$ cat src/rtl/brcomp_pkg.sv
// Shared types and helpers for the sequential branch comparator.
// Branch encodings, FSM state type and the funct3-to-taken decode.
package brcomp_pkg;

    typedef enum logic [1:0] {
        IDLE = 2'd0,
        CMP  = 2'd1,
        DONE = 2'd2
    } state_e;

    localparam logic [2:0] F3_BEQ  = 3'b000;
    localparam logic [2:0] F3_BNE  = 3'b001;
    localparam logic [2:0] F3_BLT  = 3'b100;
    localparam logic [2:0] F3_BGE  = 3'b101;
    localparam logic [2:0] F3_BLTU = 3'b110;
    localparam logic [2:0] F3_BGEU = 3'b111;

    // Illegal encodings 010/011 never take the branch.
    function automatic logic br_taken(input logic [2:0] funct3,
                                      input logic       less,
                                      input logic       equal);
        case (funct3)
            F3_BEQ:  br_taken = equal;
            F3_BNE:  br_taken = !equal;
            F3_BLT:  br_taken = less;
            F3_BGE:  br_taken = !less;
            F3_BLTU: br_taken = less;
            F3_BGEU: br_taken = !less;
            default: br_taken = 1'b0;
        endcase
    endfunction

endpackage

$ cat src/rtl/brcomp_slice_cmp.sv
// Combinational unsigned compare of one operand slice.
module brcomp_slice_cmp #(
    parameter int W = 8
) (
    input  logic [W-1:0] i_a,
    input  logic [W-1:0] i_b,
    output logic         o_lt,
    output logic         o_eq
);

    assign o_lt = (i_a < i_b);
    assign o_eq = (i_a == i_b);

endmodule

$ cat src/rtl/brcomp_seq_ctrl.sv
// Multi-cycle branch comparator: one SLICE_W slice per cycle, MSB slice first.
// Define BRCOMP_EARLY_EXIT_EN to stop on the first differing slice.
module brcomp_seq_ctrl
    import brcomp_pkg::*;
#(
    parameter int XLEN    = 32,
    parameter int SLICE_W = 8
) (
    input  logic            clk_i,
    input  logic            rst_i,
    input  logic            req_valid_i,
    output logic            req_ready_o,
    input  logic [XLEN-1:0] rs1_data_i,
    input  logic [XLEN-1:0] rs2_data_i,
    input  logic [2:0]      br_funct3_i,
    output logic            rsp_valid_o,
    input  logic            rsp_ready_i,
    output logic            br_taken_o,
    output logic            br_less_o,
    output logic            br_equal_o,
    output logic            busy_o
);

    localparam int NSLICE = XLEN / SLICE_W;
    localparam int IDX_W  = (NSLICE > 1) ? $clog2(NSLICE) : 1;
    localparam logic [IDX_W-1:0] IDX_MSB = IDX_W'(NSLICE - 1);

    state_e               r_state;
    logic [XLEN-1:0]      r_a;
    logic [XLEN-1:0]      r_b;
    logic [2:0]           r_funct3;
    logic [IDX_W-1:0]     r_idx;
    logic                 r_less;
    logic                 r_equal;
    logic                 r_taken;

    logic [XLEN-1:0]      w_bias;
    logic [SLICE_W-1:0]   w_a_slice;
    logic [SLICE_W-1:0]   w_b_slice;
    logic                 w_lt;
    logic                 w_eq;
    logic                 w_accept;
    logic                 w_finish;
    logic                 w_less_nxt;
    logic                 w_equal_nxt;

    // Flipping the sign bit turns a signed compare into an unsigned one.
    assign w_bias    = br_funct3_i[1] ? '0 : {1'b1, {(XLEN-1){1'b0}}};
    assign w_accept  = (r_state == IDLE) && req_valid_i;
    assign w_a_slice = r_a[r_idx*SLICE_W +: SLICE_W];
    assign w_b_slice = r_b[r_idx*SLICE_W +: SLICE_W];

    brcomp_slice_cmp #(.W(SLICE_W)) u_slice_cmp (
        .i_a  (w_a_slice),
        .i_b  (w_b_slice),
        .o_lt (w_lt),
        .o_eq (w_eq)
    );

`ifdef BRCOMP_EARLY_EXIT_EN
    // NOTE: every always_comb output gets a value on every path, so no latch is inferred.
    always_comb begin
        w_finish    = !w_eq || (r_idx == '0);
        w_less_nxt  = w_lt;
        w_equal_nxt = w_eq;
    end
`else
    logic r_found;
    logic r_lt_sticky;

    // The first differing slice decides; later slices are still walked but ignored.
    always_ff @(posedge clk_i) begin
        if (rst_i) begin
            r_found     <= 1'b0;
            r_lt_sticky <= 1'b0;
        end else if (w_accept) begin
            r_found     <= 1'b0;
            r_lt_sticky <= 1'b0;
        end else if ((r_state == CMP) && !r_found && !w_eq) begin
            r_found     <= 1'b1;
            r_lt_sticky <= w_lt;
        end
    end

    // NOTE: every always_comb output gets a value on every path, so no latch is inferred.
    always_comb begin
        w_finish    = (r_idx == '0);
        w_less_nxt  = r_found ? r_lt_sticky : w_lt;
        w_equal_nxt = !r_found && w_eq;
    end
`endif

    // NOTE: state uses non-blocking assignments so every register samples pre-edge values.
    always_ff @(posedge clk_i) begin
        if (rst_i) begin
            // NOTE: operand registers are reset too, keeping the slice mux inputs defined.
            r_state  <= IDLE;
            r_a      <= '0;
            r_b      <= '0;
            r_funct3 <= '0;
            r_idx    <= '0;
            r_less   <= 1'b0;
            r_equal  <= 1'b0;
            r_taken  <= 1'b0;
        end else begin
            case (r_state)
                IDLE: begin
                    if (w_accept) begin
                        r_a      <= rs1_data_i ^ w_bias;
                        r_b      <= rs2_data_i ^ w_bias;
                        r_funct3 <= br_funct3_i;
                        r_idx    <= IDX_MSB;
                        r_state  <= CMP;
                    end
                end
                CMP: begin
                    if (w_finish) begin
                        r_less  <= w_less_nxt;
                        r_equal <= w_equal_nxt;
                        r_taken <= br_taken(r_funct3, w_less_nxt, w_equal_nxt);
                        r_state <= DONE;
                    end else begin
                        r_idx <= r_idx - IDX_W'(1);
                    end
                end
                DONE: begin
                    if (rsp_ready_i) begin
                        r_state <= IDLE;
                    end
                end
                default: r_state <= IDLE;
            endcase
        end
    end

    assign req_ready_o = (r_state == IDLE);
    assign rsp_valid_o = (r_state == DONE);
    assign busy_o      = (r_state != IDLE);
    assign br_less_o   = r_less;
    assign br_equal_o  = r_equal;
    assign br_taken_o  = r_taken;

endmodule

$ cat config.mk
export PLATFORM = sky130hd
export DESIGN_NAME = brcomp_seq_ctrl
export DESIGN_NICKNAME = d
export VERILOG_FILES = /design/src/rtl/brcomp_pkg.sv /design/src/rtl/brcomp_slice_cmp.sv /design/src/rtl/brcomp_seq_ctrl.sv
export SDC_FILE = /design/constraint.sdc
export NUM_CORES = 1
export LEC_CHECK = 0
export ABC_AREA = 1
export ABC_CLOCK_PERIOD_IN_PS = 2600
export CAP_MARGIN = 25
export CORE_AREA = 2 2 85 87
export CTS_BUF_LIST = sky130_fd_sc_hd__clkbuf_4 sky130_fd_sc_hd__clkbuf_8
export DETAILED_ROUTE_END_ITERATION = 6
export DIE_AREA = 0 0 87 89
export PLACE_DENSITY = 0.76
export SLEW_MARGIN = 20
export SYNTH_ARGS = -nofsm -noshare
export SYNTH_HDL_FRONTEND = slang
export SYNTH_HIERARCHICAL = 1
export SYNTH_SLANG_ARGS = --single-unit
$ cat constraint.sdc
create_clock -name clk_i -period 2.6 [get_ports clk_i]
set_clock_uncertainty 0.1 [all_clocks]
set_input_delay 0.65 -clock clk_i [delete_from_list [all_inputs] [get_ports clk_i]]
set_output_delay 0.65 -clock clk_i [all_outputs]
set_load 0.01 [all_outputs]
==> impl_metrics.yaml <==
outcome:
  status: "finished, final reports clean"
sta:
  worstMarginPinSlew_ns: 0.316
  fmax_mhz: 431
  final.period_utilization: 0.893
  relSlewSlack: 0.788
  slew_viol_final: 0
  hold_violations: 0
  fin_crit_ns: 2.32
  setup_viol_count_final: 0
  fin_tns_setup_ns: 0
  rsz0062_at_grt: "false"
routing:
  first_iter_violations: 185
  drc: 0
  drt-vias-per-instance: 5.17
  routed_wl_mm: 8.40
  ant_nets: 0
  routedWlPerCell_um: 13.3
  drt-pass1-iter-count: 4
  num_vias: 3274
logic_synthesis:
  yosys_warnings: 6
  synth_edf_count: 0
  ys_async_sr_fraction: 0
  synth_ff_type: "dfxtp_1"
  yosys.area_share.simple: 0.245
  synth_top_family_by_area: "simple AND/OR/NAND/NOR gates"
  synth_area_um2: 3420
  synthMuxAreaShare: 0
  ys_ff_latch: 76
  synth.area.top_cells: "dfxtp_1 44%, nor2_1 18%, o21ai_0 8.5%"
  avgSynthCellArea_um2: 7.10
  synth.top_cell.area_share: 0.444
  synth_compound_area_frac: 0.194
  seq_area_frac_synth: 0.444
  yosys.area_share.adder: 0.0329
  synth_fp_nets: 562
  synthXorXnorAreaFrac: 0.00512
  synth.distinct_cells: 21
  synth_cells: 482
  yosysTopAreaCell: "dfxtp_1"
  synth_most_common_cell: "nor2_1"
  synth_common_cells: "168 x nor2_1, 76 x dfxtp_1, 58 x o21ai_0, 40 x o21ai_1, 31 x nand2_1"
cts:
  cts_max_path_buffers: 2
  root_buffer: "clkbuf_8"
  insertion_delay_ns: 0.34
  cts_max_level: 3
  cts.sinks: 76
  cts_hold_buf: 0
  tritoncts: "done"
  cts_resized: 0
  cts_made_buffers: 9
  clk_pin_slew_ns: 0.07
  post_cts.repair.setup_buffers: 0
worst_setup_path:
  worstPathCellList: "inv_1 -> buf_4 -> o21ai_0 -> o22ai_1 -> inv_1 -> ha_1 -> nand2_1 -> inv_1 -> nand3_1 -> nor3_2 -> nand3_1 -> nand3_1 -> nand2_1 -> nor2_1 -> nor2_1"
  cp_num_buf_inv: 4
  required_ns: 2.74
  cp.arrival_ns: 2.46
  slowest_delay_ns: 0.32
  path_class: "register to register"
  critPathCaptureType: "register"
  critPathMaxFanout: 24
  critPathSlowestCell: "dfxtp_1"
  start_kind: "register"
  path_delay_family: "simple AND/OR/NAND/NOR gates"
die:
  core_area_um2: 6720
  die_height_um: 89
  die_area_um2: 7740
  start_util: 0.510
  die-width_um: 87
  boundaryPins: 77
  core.rowCount: 30
power:
  peakVddDrop_v: 0.000374
  cellLeakagePower_nw: 1.89
  powerDensity_nw_per_um2: 698
  finalPower_mw: 3.09
layout:
  fin_nets: 628
  drive_gt1_frac: 0.0597
  instances_no_fill: 633
  diodes: 0
  area_growth_pct: 29.2
  n_fill_cell: 604
  fin_util: 0.658
place:
  dp.cells: 617
  gp_congestion: 0.835
  dp_hpwl_mm: 5.91
  io_buffers: 76
global_route:
  globalRouteOverflowTotal: 0
  grt_usage: 0.229
  grt_pass1_wl_mm: 14.0
  grt_max_degree: 70
  antenna_found_initial: 0
  grt_pass1_vias: 3003
job:
  maxCapViolCount: 0
min_path:
  worst_hold_path_type: "register to register"
[power by group]
part / switching (mW) / internal (mW)
combinational: 0.442 / 0.346
clock: 0.394 / 0.540
sequential: 0.0778 / 1.29
[cell families after synthesis]
kind of cell             after synthesis
AND/OR/NAND/NOR                      212
AO/OA/AOI/OAI                        129
flip-flops                            76
buffers and inverters                 54
adder cells (fa/ha/maj)                9
XOR/XNOR                               2
[metrics by stage]
stage / hold slack, ns / setup WS (ns) / cell area, um2
after floorplan: 0.333 / 0.525 / 3420
after global placement: 0.345 / 0.294 / 4210
after detailed placement: 0.356 / 0.243 / 4210
after CTS: 0.368 / 0.239 / 4420
after global routing: 0.389 / 0.0427 / 4420
final: 0.364 / 0.277 / 4420
[worst paths after layout]
check | startpoint | to | slack (ns) | cells after the start
hold / removal | br_less_o | br_less_o | 0.36 | 2
setup reg to reg | r_idx[0] | br_taken_o | 0.28 | 15
setup / recovery | r_idx[0] | br_taken_o | 0.28 | 15
hold reg to reg | br_less_o | br_less_o | 0.36 | 2
[placed cells by master, fill, tap and decap left out, drive strengths merged]
master         count
nor3               2
buf                8
clkbuf            15
clkdlybuf4s50     76
nand2             33
bufinv             1
ha                 9
inv               24
clkinvlp           1
dfxtp             76
nand4              2
nand3              6
nor2             169
o21ai             98
xnor2              2
a21oi             15
o22ai             16
[per-layer routing]
| metal | vias up | wire length [um] | GRT usage |
|---|---|---|---|
| li1 | 1715 | - | - |
| met4 | 0 | 77 | 0.0810 |
| met3 | 8 | 461 | 0.0360 |
| met2 | 83 | 3690 | 0.349 |
| met5 | - | 0 | 0 |
| met1 | 1468 | 4170 | 0.329 |
[tightest hold or removal path: cells and delay by family, from the launching register on]
kind / cells / cell delay, ns
flip-flops: 1 / 0.31
AND/OR/NAND/NOR: 1 / 0.06
AO/OA/AOI/OAI: 1 / 0.05
[state kept, by name, summed over array words and instances, names as in the netlist]
name         flops
r_state          2
r_lt_sticky      1
br_taken_o       1
br_less_o        1
br_equal_o       1
r_idx            2
r_a             32
r_funct3         3
r_found          1
r_b             32
[area by class of cell]
type	count	area, um2	area share
multi-input cells	352	1630	0.369
flip-flops and latches	76	1520	0.344
repair buffers	84	858	0.194
clock buffers	15	181	0.0410
well taps	80	100	0.0226
inverters	25	97.6	0.0221
clock inverters	1	30.0	0.00679
(Power assumes the default switching activity.)
